<file path="config.mk">
export PLATFORM = sky130hd
export DESIGN_NAME = divider_sequencer
export DESIGN_NICKNAME = d
export VERILOG_FILES = /design/src/rtl/divider_sequencer.sv
export SDC_FILE = /design/constraint.sdc
export NUM_CORES = 1
export LEC_CHECK = 0
export CORE_MARGIN = 1
export CORE_UTILIZATION = 35
export CTS_CLUSTER_SIZE = 40
export DETAILED_ROUTE_END_ITERATION = 8
export PLACE_DENSITY_LB_ADDON = 0.3
export SLEW_MARGIN = 15
export SYNTH_ARGS = -nofsm -noshare
export SYNTH_HDL_FRONTEND = slang
export SYNTH_SLANG_ARGS = --single-unit
</file>
<file path="constraint.sdc">
create_clock -name clk -period 2.3 [get_ports clk]
set_input_delay 0.345 -clock clk [delete_from_list [all_inputs] [get_ports clk]]
set_output_delay 0.345 -clock clk [all_outputs]
set_load 0.1 [all_outputs]
</file>
<file path="src/rtl/divider_sequencer.sv">
// Sequencer for the restoring divider datapath.
// Accepts a request on start/ready, walks the datapath through WORD_LENGTH
// iteration cycles (init-select, step-enable, final-capture strobes) and
// presents the result on a result_valid/result_ready handshake. A zero divisor
// skips the iterations and is reported through div_by_zero.
module divider_sequencer #(
    parameter  int WORD_LENGTH = 16,
    localparam int CNT_WIDTH   = $clog2(WORD_LENGTH) + 1
) (
    input  logic                   clk,
    input  logic                   reset,
    input  logic                   start,
    input  logic [WORD_LENGTH-1:0] divisor,
    output logic                   ready,
    output logic                   load,
    output logic                   step_en,
    output logic                   capture_en,
    output logic [CNT_WIDTH-1:0]   iter_count,
    output logic                   result_valid,
    input  logic                   result_ready,
    output logic                   div_by_zero
);

    typedef enum logic [1:0] {
        S_IDLE,
        S_LOAD,
        S_ITER,
        S_DONE
    } state_t;

    localparam logic [CNT_WIDTH-1:0] LAST_ITER = CNT_WIDTH'(WORD_LENGTH - 1);

    state_t state;
    state_t state_next;
    logic   last_iter;
    logic   divisor_zero;

    assign last_iter    = (iter_count == LAST_ITER);
    assign divisor_zero = (divisor == '0);

    // State register.
    // NOTE: sequential state uses non-blocking assignments so every register
    // samples the pre-edge values of its neighbours; blocking here would make
    // the result depend on statement order.
    always_ff @(posedge clk or negedge reset) begin
        if (!reset) begin
            state <= S_IDLE;
        end else begin
            state <= state_next;
        end
    end

    // Next-state logic; start and result_ready only matter in IDLE and DONE.
    // NOTE: state_next gets a default before the case so no path leaves it
    // unassigned, which would otherwise infer a latch.
    always_comb begin
        state_next = state;
        case (state)
            S_IDLE: begin
                if (start) begin
                    state_next = divisor_zero ? S_DONE : S_LOAD;
                end
            end
            S_LOAD: state_next = S_ITER;
            S_ITER: begin
                if (last_iter) begin
                    state_next = S_DONE;
                end
            end
            S_DONE: begin
                if (result_ready) begin
                    state_next = S_IDLE;
                end
            end
            default: state_next = S_IDLE;
        endcase
    end

    // Strobes are pure decodes of registered state, so start never reaches them combinationally.
    always_comb begin
        ready        = 1'b0;
        load         = 1'b0;
        step_en      = 1'b0;
        capture_en   = 1'b0;
        result_valid = 1'b0;
        case (state)
            S_IDLE: ready = 1'b1;
            S_LOAD: begin
                load    = 1'b1;
                step_en = 1'b1;
            end
            S_ITER: begin
                step_en    = 1'b1;
                capture_en = last_iter;
            end
            S_DONE:  result_valid = 1'b1;
            default: ready = 1'b0;
        endcase
    end

    // Iteration counter: cleared in IDLE, advances through LOAD/ITER, saturates at the last index.
    always_ff @(posedge clk or negedge reset) begin
        if (!reset) begin
            iter_count <= '0;
        end else begin
            case (state)
                S_IDLE: iter_count <= '0;
                S_LOAD, S_ITER: begin
                    if (!last_iter) begin
                        iter_count <= iter_count + 1'b1;
                    end
                end
                default: iter_count <= iter_count;
            endcase
        end
    end

    // Divide-by-zero flag: latched on acceptance, cleared when the result is consumed.
    always_ff @(posedge clk or negedge reset) begin
        if (!reset) begin
            div_by_zero <= 1'b0;
        end else if (state == S_IDLE && start) begin
            div_by_zero <= divisor_zero;
        end else if (state == S_DONE && result_ready) begin
            div_by_zero <= 1'b0;
        end
    end

endmodule
</file>
==> impl_metrics.env, run 1 <==
export IMPL_fin_crit_ps=2058
export IMPL_regToRegStartpoint="iter_count[0]"
export IMPL_report_final_slew_viol_count=0
export IMPL_syn_to_final_growth_pct=66.10
export IMPL_die_h_um=40.43
export IMPL_clk_path_buf_depth=2
export IMPL_ios=31
export IMPL_synth_seq_cells=8
export IMPL_worst_hold_path_type="primary input to asynchronous set/reset pin"
export IMPL_cts_clk_slew_worst_paths_ps=60
export IMPL_highest_layer="met4"
export IMPL_hold_viol=0
export IMPL_first_pass_iters=4
export IMPL_antenna_found_initial=0
export IMPL_finalSetupViolations=0
export IMPL_outcome="complete, no violations"
export IMPL_max_clock_freq_ghz=0.4858
export IMPL_fin_crit_sh_pct=89.50
export IMPL_num_vias=545
export IMPL_port_buffers=30
export IMPL_cts_hold_buf=0
export IMPL_synth_fp_nets=84
export IMPL_wl_mm=1.149
export IMPL_layout_commonest_cell="clkdlybuf4s50_1"
export IMPL_relSlewSlack_pct=68.19
export IMPL_cp_start_kind="register"
export IMPL_fillCellCount=118
export IMPL_antenna_left=0
export IMPL_cts_root_buffer="clkbuf_4"
export IMPL_dp_hpwl_um=972.4
export IMPL_met1_length_um=503
export IMPL_cts_tree="done"
export IMPL_start_util_pct=38.74
export IMPL_antenna_cells=0
export IMPL_gp_congestion=0.7393
export IMPL_yosysWarnings=0
export IMPL_cts_resized=0
export IMPL_netlist_instances=58
export IMPL_grt_first_pass_wirelength_mm=1.883
export IMPL_wl_met2_um=532
export IMPL_cp_startpoint="iter_count[0]"
export IMPL_nets=118
export IMPL_drive_gt1_share_pct=21.98
export IMPL_cts_max_level=1
export IMPL_pre_cts_slack_ps=460.5
export IMPL_required_ps=1960
export IMPL_rrSetupSlack_ps=430
export IMPL_grtUsageTotal_pct=17.67
export IMPL_rsz0062_at_grt="no"
export IMPL_cp_data_arrival_time_ps=1710
export IMPL_grt_pass1_vias=483
export IMPL_path_class="register to output port"
export IMPL_place_inst=102
export IMPL_setup_slack_ps=241.5
export IMPL_yosysSeqAreaShare_pct=38.74
export IMPL_die_area_mm2=0.001634
export IMPL_wl_met3_um=86
export IMPL_via_per_inst=5.142
export IMPL_die_w_um=40.43
export IMPL_drv_cap=0
export IMPL_worstMarginPinSlew_ps=477.1
export IMPL_synth_top_area_share_pct=38.74
export IMPL_stdcell_count=106
export IMPL_yosys_area_top_type="dfrtp_1"
export IMPL_skew_ps=3.502
export IMPL_post_cts_setup_buffers=0
export IMPL_synth_distinct_cells=24
export IMPL_fin_setup_tns_ps=0
export IMPL_cts_sinks=8
export IMPL_critPathMaxFanout=5
export IMPL_clk_latency_ps=260
export IMPL_cts_buffers=3
export IMPL_drc_errors=0
export IMPL_layout_common_cells="clkdlybuf4s50_1, inv_1, buf_4, nand2_1"
export IMPL_synthesis_area_um2=516.7
export IMPL_avgRoutedWirePerCell_um=10.84
export IMPL_grt_ovfl_total=0
export IMPL_synthTopCellsByArea="dfrtp_1, ha_1, inv_1"
export IMPL_drtIter0Drc=8
export IMPL_grt_max_degree=11
export IMPL_rows=13
export IMPL_avgSynthCellArea_um2=8.909
export IMPL_design_core_area_mm2=0.001334
export IMPL_critPathCaptureType="output port"
[registers in the layout, summed over array words and instances, names as in the netlist]
name,flops
state,2
iter_count,5
div_by_zero,1
[Yosys cell counts]
cell,instances
a21oi_1,2
a222oi_1,1
a22o_1,1
a31oi_1,1
and2_2,1
and2b_2,1
and3_1,1
clkbuf_1,1
dfrtp_1,8
ha_1,6
inv_1,9
inv_2,1
mux2_2,1
mux2i_1,1
nand2_1,7
nand3_1,1
nand4_1,2
nor2_1,1
nor4_1,4
o211ai_1,1
o21a_1,1
o21ai_0,4
o22ai_1,1
o31ai_1,1
[cells by family (layout without fill, tap and decap cells)]
family                   after synthesis  after routing  synth area share, %
multiplexers                           2              2                4.116
buffers and inverters                 11             44                7.988
AO/OA/AOI/OAI                         13             13                16.23
flip-flops                             8              8                38.74
AND/OR/NAND/NOR                       18             18                18.40
adder cells (fa/ha/maj)                6              6                14.53
[area by class of cell]
class	count	area [um2]	area share [%]
multi-input combinational	39	275.3	32.07
sequential	8	202.7	23.62
clock buffer	4	26.28	3.061
tap	15	18.77	2.187
inverter	10	37.54	4.373
timing repair buffer	30	297.8	34.69
[worst max-delay path, stage by stage, from the launching register on]
cell and delay, ps:
dfrtp_2 420, ha_1 220, and3_1 190, ha_1 230, and2_2 220, buf_12 160
[stage by stage]
stage                     hold slack [ps]  instance area (um2)  utilization [%]
after floorplan                     49.41                519.2                -
after global placement              500.1                832.0            62.38
after detailed placement            516.0                832.0            62.38
after CTS                           371.4                858.3            64.35
after global routing                398.3                858.3            64.35
final                               368.8                858.3            64.35
[path summary, 6_finish.rpt]
check	endpoint	cells after the start
max	capture_en	5
min	iter_count[2]	1
max reg2reg	state[1]	7
min reg2reg	div_by_zero	2
max in group asynchronous	iter_count[1]	1
min in group clk	div_by_zero	2
[layer usage]
layer | GRT usage, % | up-vias
met3 | 2.222 | 3
met4 | 12.50 | 0
met1 | 21.26 | 239
met2 | 28.57 | 28
li1 | - | 275
met5 | 0 | -
Power of run 1 is not shown: default switching activity piles up to over one toggle a cycle in this logic, so the estimate is an artifact.
==> run 2, diff against run 1 <==
MAX_ROUTING_LAYER = met4   (was default)
==> run 2 against run 1 <==
Global-route usage increased by 0.50 points. Die area unchanged. Routed wire length unchanged. Sequential cell count unchanged. Cell area unchanged. Critical path depth unchanged. Register-to-register slack about the same. Non-clock buffer count unchanged. Sequential share of layout area unchanged. Utilization unchanged. Maximum frequency about the same. Via count unchanged.
==> impl_metrics.env, run 2 (synthesis results as in run 1) <==
export IMPL_outcome="complete, no violations"
export IMPL_max_clock_freq_ghz=0.4856
export IMPL_finalSetupViolations=0
export IMPL_die_h_um=40.43
export IMPL_largestRegisters="iter_count: 5 flops, state: 2 flops, div_by_zero: 1 flops"
export IMPL_drc_errors=0
export IMPL_port_buffers=30
export IMPL_grt_first_pass_wirelength_mm=1.883
export IMPL_grt_ovfl_total=0
export IMPL_hold_viol=0
export IMPL_required_ps=1960
export IMPL_design_core_area_mm2=0.001334
export IMPL_avgRoutedWirePerCell_um=10.84
export IMPL_nets=118
export IMPL_cts_max_level=1
export IMPL_cp_num_buf_inv=1
export IMPL_clk_path_buf_depth=2
export IMPL_critical_path_endpoint="capture_en"
export IMPL_wl_mm=1.149
export IMPL_r2r_worst_path_cells=7
export IMPL_critPathCaptureType="output port"
export IMPL_fin_crit_sh_pct=89.53
export IMPL_rows=13
export IMPL_dp_hpwl_um=972.4
export IMPL_critPathMaxFanout=5
export IMPL_cts_tree="done"
export IMPL_grt_pass1_vias=482
export IMPL_cp_startpoint="iter_count[0]"
export IMPL_antenna_cells=0
export IMPL_cp_common_cell="ha_1"
export IMPL_first_pass_iters=4
export IMPL_drv_cap=0
export IMPL_cp_top_family="adder cells"
export IMPL_drtIter0Drc=8
export IMPL_start_util_pct=38.74
export IMPL_rsz0062_at_grt="no"
export IMPL_cts_buffers=3
export IMPL_rrSetupSlack_ps=430
export IMPL_via_per_inst=5.142
export IMPL_clk_latency_ps=260
export IMPL_die_area_mm2=0.001634
export IMPL_worstReg2RegEnd="state[1]"
export IMPL_worst_hold_path_type="primary input to asynchronous set/reset pin"
export IMPL_layout_commonest_cell="clkdlybuf4s50_1"
export IMPL_cp_start_kind="register"
export IMPL_crit_path_top_delay_cell="dfrtp_2"
export IMPL_syn_to_final_growth_pct=66.10
export IMPL_worstMarginPinSlew_ps=477.1
export IMPL_antenna_found_initial=0
export IMPL_die_w_um=40.43
export IMPL_layout_common_cells="clkdlybuf4s50_1, inv_1, buf_4, nand2_1"
export IMPL_largest_reg_flops=5
export IMPL_antenna_left=0
export IMPL_skew_ps=3.514
export IMPL_gp_congestion=0.7485
export IMPL_ios=31
export IMPL_drive_gt1_share_pct=21.98
export IMPL_regToRegStartpoint="iter_count[0]"
export IMPL_grtUsageTotal_pct=18.17
export IMPL_cp_data_arrival_time_ps=1710
export IMPL_report_final_slew_viol_count=0
export IMPL_num_vias=545
export IMPL_cts_sinks=8
export IMPL_path_class="register to output port"
export IMPL_fin_setup_tns_ps=0
export IMPL_cts_clk_slew_worst_paths_ps=60
export IMPL_fin_crit_ps=2059
export IMPL_largest_register="iter_count"
export IMPL_grt_max_degree=11
export IMPL_cts_hold_buf=0
export IMPL_critical_path_cell_chain="ha_1 -> and3_1 -> ha_1 -> and2_2 -> buf_12"
export IMPL_post_cts_setup_buffers=0
export IMPL_critical_path_max_stage_delay_ps=420
export IMPL_relSlewSlack_pct=68.19
export IMPL_cts_resized=0
export IMPL_cts_root_buffer="clkbuf_4"
export IMPL_worst_path_stages=5
-- run 2: cell counts in the layout (fill, tap and decap cells not counted) --
Identical to the previous run, type by type.
-- run 2: how the worst min path moves through the flow --
stage                startpoint       endpoint  slack [ps]  cells after the start
floorplan                 reset    div_by_zero          50                      0
global placement    div_by_zero    div_by_zero         500                      2
detailed placement  div_by_zero    div_by_zero         520                      2
CTS                       reset  iter_count[2]         370                      1
global route              reset  iter_count[2]         400                      1
finish                    reset  iter_count[2]         370                      1
-- run 2: area by class of cell --
| type | count | area (um2) |
|---|---|---|
| Clock buffer | 4 | 26.28 |
| Fill cell | 118 | 475.5 |
| Multi-Input combinational cell | 39 | 275.3 |
| Sequential cell | 8 | 202.7 |
| Tap cell | 15 | 18.77 |
| Inverter | 10 | 37.54 |
| Timing Repair Buffer | 30 | 297.8 |
-- run 2: per-stage QoR --
step	area [um2]	cells	utilization, %	setup WS (ps)	hold slack, ps
floorplan	519.2	58	-	47.14	49.41
global placement	832.0	102	62.38	511.7	500.1
detailed placement	832.0	102	62.38	460.5	516.0
CTS	858.3	106	64.35	226.0	371.4
global route	858.3	106	64.35	153.6	398.3
finish	858.3	106	64.35	240.9	368.6
-- run 2: routing by layer --
| metal | global-route usage, % | wire length, um |
|---|---|---|
| met1 | 21.59 | 508 |
| met2 | 28.57 | 532 |
| met3 | 1.667 | 80 |
| met4 | 12.50 | 27 |
| met5 | - | 0 |
Power of run 2 is left out for the same reason.
